`config.mk`:
```
export PLATFORM = sky130hd
export DESIGN_NAME = transmissor_serial_piso
export DESIGN_NICKNAME = d
export VERILOG_FILES = /design/src/rtl/transmissor_serial_piso_pkg.sv /design/src/rtl/transmissor_serial_piso_contador_bits.sv /design/src/rtl/transmissor_serial_piso.sv
export SDC_FILE = /design/constraint.sdc
export NUM_CORES = 1
export LEC_CHECK = 0
export BUFFER_PORTS_ARGS = -buffer_cell sky130_fd_sc_hd__buf_2
export CAP_MARGIN = 20
export CORE_AREA = 2 2 39 41
export DETAILED_ROUTE_END_ITERATION = 16
export DIE_AREA = 0 0 41 43
export GPL_ROUTABILITY_DRIVEN = 1
export GPL_TIMING_DRIVEN = 0
export HOLD_SLACK_MARGIN = 0.08
export PLACE_DENSITY = 0.58
export SETUP_SLACK_MARGIN = 0.5
export SYNTH_ARGS = -nofsm -noshare
export SYNTH_HDL_FRONTEND = slang
export SYNTH_SLANG_ARGS = --single-unit
export TNS_END_PERCENT = 5
```
`constraint.sdc`:
```
create_clock -name clock -period 1.5 [get_ports clock]
set_input_delay 0.075 -clock clock [delete_from_list [all_inputs] [get_ports clock]]
set_output_delay 0.075 -clock clock [all_outputs]
set_load 0.02 [all_outputs]
```
`src/rtl/transmissor_serial_piso_pkg.sv`:
```
// Shared types and helpers for the PISO serial transmitter and its bench.
// Bit i of the parallel word is sent in the i-th active cycle of a frame.
package pkg_serial;

   localparam int LARGURA_PADRAO = 4;

   typedef enum logic [0:0] {
      OCIOSO     = 1'b0,
      DESLOCANDO = 1'b1
   } estado_t;

   // LSB-first: the cycle index within a frame equals the bit index.
   function automatic int ciclo_do_bit(input int indice_bit);
      return indice_bit;
   endfunction

endpackage

```
`src/rtl/transmissor_serial_piso_contador_bits.sv`:
```
// Bit-position counter for one frame: synchronous clear/increment with a
// terminal-count flag raised while the final bit position is held.
module contador_bits #(
   parameter int LARGURA   = 4,
   parameter int LARG_CONT = (LARGURA > 1) ? $clog2(LARGURA) : 1
) (
   input  logic                 clock,
   input  logic                 reset,
   input  logic                 limpar,
   input  logic                 incrementar,
   output logic [LARG_CONT-1:0] valor,
   output logic                 ultimo_bit
);

   localparam logic [LARG_CONT-1:0] TERMINAL = LARG_CONT'(LARGURA - 1);

   logic [LARG_CONT-1:0] contador_q;
   logic [LARG_CONT-1:0] contador_d;

   // Clear wins over increment so a reload always restarts at position 0.
   always_comb begin
      contador_d = contador_q;
      if (limpar) begin
         contador_d = '0;
      end else if (incrementar && (contador_q != TERMINAL)) begin
         contador_d = contador_q + 1'b1;
      end
   end

   always_ff @(posedge clock) begin
      if (reset) begin
         contador_q <= '0;
      end else begin
         contador_q <= contador_d;
      end
   end

   assign valor      = contador_q;
   assign ultimo_bit = (contador_q == TERMINAL);

endmodule

```
`src/rtl/transmissor_serial_piso.sv`:
```
// Parallel-in/serial-out transmitter: loads a word on carregar && pronto and
// shifts it out LSB first, one bit per clock, with ativo/ultimo qualifiers.
module transmissor_serial_piso
   import pkg_serial::*;
#(
   parameter int LARGURA = LARGURA_PADRAO
) (
   input  logic               clock,
   input  logic               reset,
   input  logic [LARGURA-1:0] dado,
   input  logic               carregar,
   output logic               pronto,
   output logic               saida,
   output logic               ativo,
   output logic               ultimo
);

   localparam int LARG_CONT = (LARGURA > 1) ? $clog2(LARGURA) : 1;

   estado_t              estado_q;
   estado_t              estado_d;
   logic [LARGURA-1:0]   desl_q;
   logic [LARGURA-1:0]   desl_d;
   logic                 limpar;
   logic                 incrementar;
   logic                 ultimo_bit;
   logic [LARG_CONT-1:0] contador;

   contador_bits #(
      .LARGURA   (LARGURA),
      .LARG_CONT (LARG_CONT)
   ) u_contador (
      .clock       (clock),
      .reset       (reset),
      .limpar      (limpar),
      .incrementar (incrementar),
      .valor       (contador),
      .ultimo_bit  (ultimo_bit)
   );

   always_comb begin
      estado_d    = estado_q;
      desl_d      = desl_q;
      limpar      = 1'b0;
      incrementar = 1'b0;
      case (estado_q)
         OCIOSO: begin
            if (carregar) begin
               estado_d = DESLOCANDO;
               desl_d   = dado;
               limpar   = 1'b1;
            end
         end
         DESLOCANDO: begin
            if (ultimo_bit) begin
               // Last-bit cycle: either chain the next word with no gap or go idle.
               limpar = 1'b1;
               if (carregar) begin
                  desl_d = dado;
               end else begin
                  estado_d = OCIOSO;
               end
            end else begin
               desl_d      = desl_q >> 1;
               incrementar = 1'b1;
            end
         end
         default: begin
            estado_d = OCIOSO;
            limpar   = 1'b1;
         end
      endcase
   end

   always_ff @(posedge clock) begin
      if (reset) begin
         estado_q <= OCIOSO;
         desl_q   <= '0;
      end else begin
         estado_q <= estado_d;
         desl_q   <= desl_d;
      end
   end

   assign ativo  = (estado_q == DESLOCANDO);
   assign saida  = ativo & desl_q[0];
   assign ultimo = ativo & ultimo_bit;
   assign pronto = (estado_q == OCIOSO) || ((estado_q == DESLOCANDO) && ultimo_bit);

endmodule

```
==> run metrics <==
Root Buffer clkbuf_4; synth cell count leaders dfxtp_1, a211oi_1, mux2i_1, nor3b_1, or3b_1; drt via density 4.71; number of routed nets with antenna violations 0; HP Start carregar; Clock Path Buffers 2; Hold Slack 0.133 ns; reg2reg setup slack 0.40 ns; First DRT Iteration DRCs 3; Worst Skew 0.000576 ns; dominant synthesized flop cell dfxtp_1; clock latency on the worst-skew pair 0.25 ns; reg2reg start u_contador.valor[0]$_SDFFE_PP0P_; TritonCTS clock tree done; post-synth top area cell dfxtp_1; Area Growth Syn to Fin 54.4%; DIE AREA 1760 sq um; Die X-Extent 41 um; relative slew slack 84.5%; GRT overflow 0; initial core utilization 25.9%; area fraction in compound gates after synthesis 11.5%; Post-synth ARST share 0%; number of synthesized flops with an enable pin 0; P_leak 0.233 nW; PwrDens 850 nW/um^2; row count 14; GRT Resource Usage Total 11.9%; mapped cell area 359 sq um; clk sinks 7; syn_area_per_cell 10.6 sq um; Max Slew Vio Count 0; mux contribution to synthesized area 11.5%; Worst Reg-to-Reg Cells 4; Final Cycle Share 74.4%; largest family of logic cells by synthesized area simple AND/OR/NAND/NOR gates; Unique masters post-synth 17; Post-Syn Instances 34; vias in the first global route 303; first-pass GRT wire length 1350 um; share of cells above drive strength 1 54.0%; top-count cell post-synth dfxtp_1; Core Footprint 1380 sq um; top post-synthesis cells by area dfxtp_1, mux2i_1, or3b_1; Antenna Cells 0; share of Yosys cell area claimed by the top area cell type 39.0%; initial antenna violation count 0; Crit Path Category reg -> out; CP startpoint kind flop; Ys Warns 0; crit path launch u_contador.valor[0]$_SDFFE_PP0P_; utilization after layout 40.1%; first drt pass iteration count 2; # setup viols final 0; crit end category output pin; drt drc 0; Crit path required time 1.42 ns; I/O pins 11; Chip Height 43 um; sequential fraction of the synthesis area 39.0%; worst slew pin tran 0.232 ns; Tmin final 1.12 ns; Layout Nets 60; Vias 311; Setup crit end ultimo; Syn Nets 43; worst reg2reg endpoint desl_q[2]$_SDFF_PP0_; Clock Pin Slew Worst Setup and Hold Paths 0.05 ns; Worst Hold Class in -> reg; final wirelength 768 um; global placer's final weighted congestion 0.643; Max VDD drop 703 uV; DR WL/cell 11.6 um; TNS Setup 0 ns; fmax 0.896 GHz; max cap viols 0; largest net degree at the start of global routing 11; number of port buffers 9; Synth Register Bits 7; status finished, final reports clean; Synth Area in XOR/XNOR 0%; CTS H-tree depth 1; crit path max fanout 4; unrepaired setup endpoints after global routing true; Fin. Hold Viols 0; WP data arrival 1.04 ns; TritonCTS Buffers 3; Fill cells 142; Synth Area in Adders 6.97%; Post-Synth Simple-Gate Area 25.4%
==> final cells by class <==
cell class / count / area [sq um] / area share [%]
Buffer: 2 / 22.5 / 4.06
Clock buffer: 4 / 26.3 / 4.74
Inverter: 1 / 3.75 / 0.677
Multi-Input combinational cell: 24 / 248 / 44.7
Sequential cell: 7 / 149 / 26.9
Tap cell: 16 / 20.0 / 3.61
Timing Repair Buffer: 12 / 85.1 / 15.3
==> power by group <==
part | switching (mW) | total (mW) | leakage [nW] | internal, mW
combinational | 0.0385 | 0.0860 | 0.158 | 0.0475
clock | 0.0735 | 0.175 | 0.0150 | 0.102
sequential | 0.0109 | 0.210 | 0.0595 | 0.199
total | 0.123 | 0.471 | 0.233 | 0.348
==> how the worst min path moves through the flow <==
stage / end / slack, ns / depth (start not counted)
2_1_floorplan: ativo$_SDFF_PP0_ / 0.13 / 1
3_3_place_gp: u_contador.valor[0]$_SDFFE_PP0P_ / 0.33 / 2
3_5_place_dp: u_contador.valor[0]$_SDFFE_PP0P_ / 0.34 / 2
4_1_cts: u_contador.valor[0]$_SDFFE_PP0P_ / 0.14 / 3
5_1_grt: u_contador.valor[0]$_SDFFE_PP0P_ / 0.14 / 3
6_report: u_contador.valor[1]$_SDFFE_PP0P_ / 0.13 / 3
==> what timing repair did <==
| item | 4_1_cts | 5_1_grt |
|---|---|---|
| pin swaps | 1 | 1 |
| gates resized for setup | 13 | 2 |
| hold buffers | 2 | 0 |
| setup endpoints to repair | 10 | 10 |
| endpoints found under the hold margin | 3 | 0 |
| setup buffers | 1 | 0 |
==> per-stage QoR <==
stage	total power, mW	instances	instance area [sq um]	setup WS [ns]
floorplan	0.258	34	372	0.457
global placement	0.279	59	437	0.389
detailed placement	0.280	59	437	0.359
CTS	0.473	66	546	0.375
global route	0.504	66	554	0.345
finish	0.471	66	554	0.384
==> metal layers <==
layer  up-vias  track usage (%)  routed length, um
met5         -                0                  0
met4         0             8.00                  0
met3         0             4.71                 26
met2         7             14.1                379
met1       150             17.2                362
li1        154                -                  -
==> critical path, stage by stage, from the launching register on <==
cell,delay (ns)
dfxtp_4,0.37
ha_4,0.17
and2_4,0.13
buf_6,0.12
==> state kept, by name, summed over array words and instances (netlist names) <==
signal	count
desl_q	4
ativo	1
u_contador.valor	2
==> layout by cell type, fill, tap and decap left out, drive strengths merged <==
master	netlist	final
or2b	1	1
inv	1	1
mux2	1	1
dfxtp	7	7
clkbuf	0	4
ha	2	2
dlygate4sd3	0	2
a211oi	3	3
nand3b	1	1
nand2b	1	1
buf	2	12
and2	2	2
a21oi	3	3
and3b	1	1
mux2i	3	3
nor3b	3	3
or3b	3	3
==> cell families (layout without fill, tap and decap cells) <==
logic type | Yosys count | after routing
buffers and inverters | 3 | 19
AOI/OAI and AO/OA | 6 | 6
and+or+nand+nor | 12 | 12
DFF | 7 | 7
muxes | 4 | 4
adders and majority gates | 2 | 2
(Power assumes the default switching activity.)
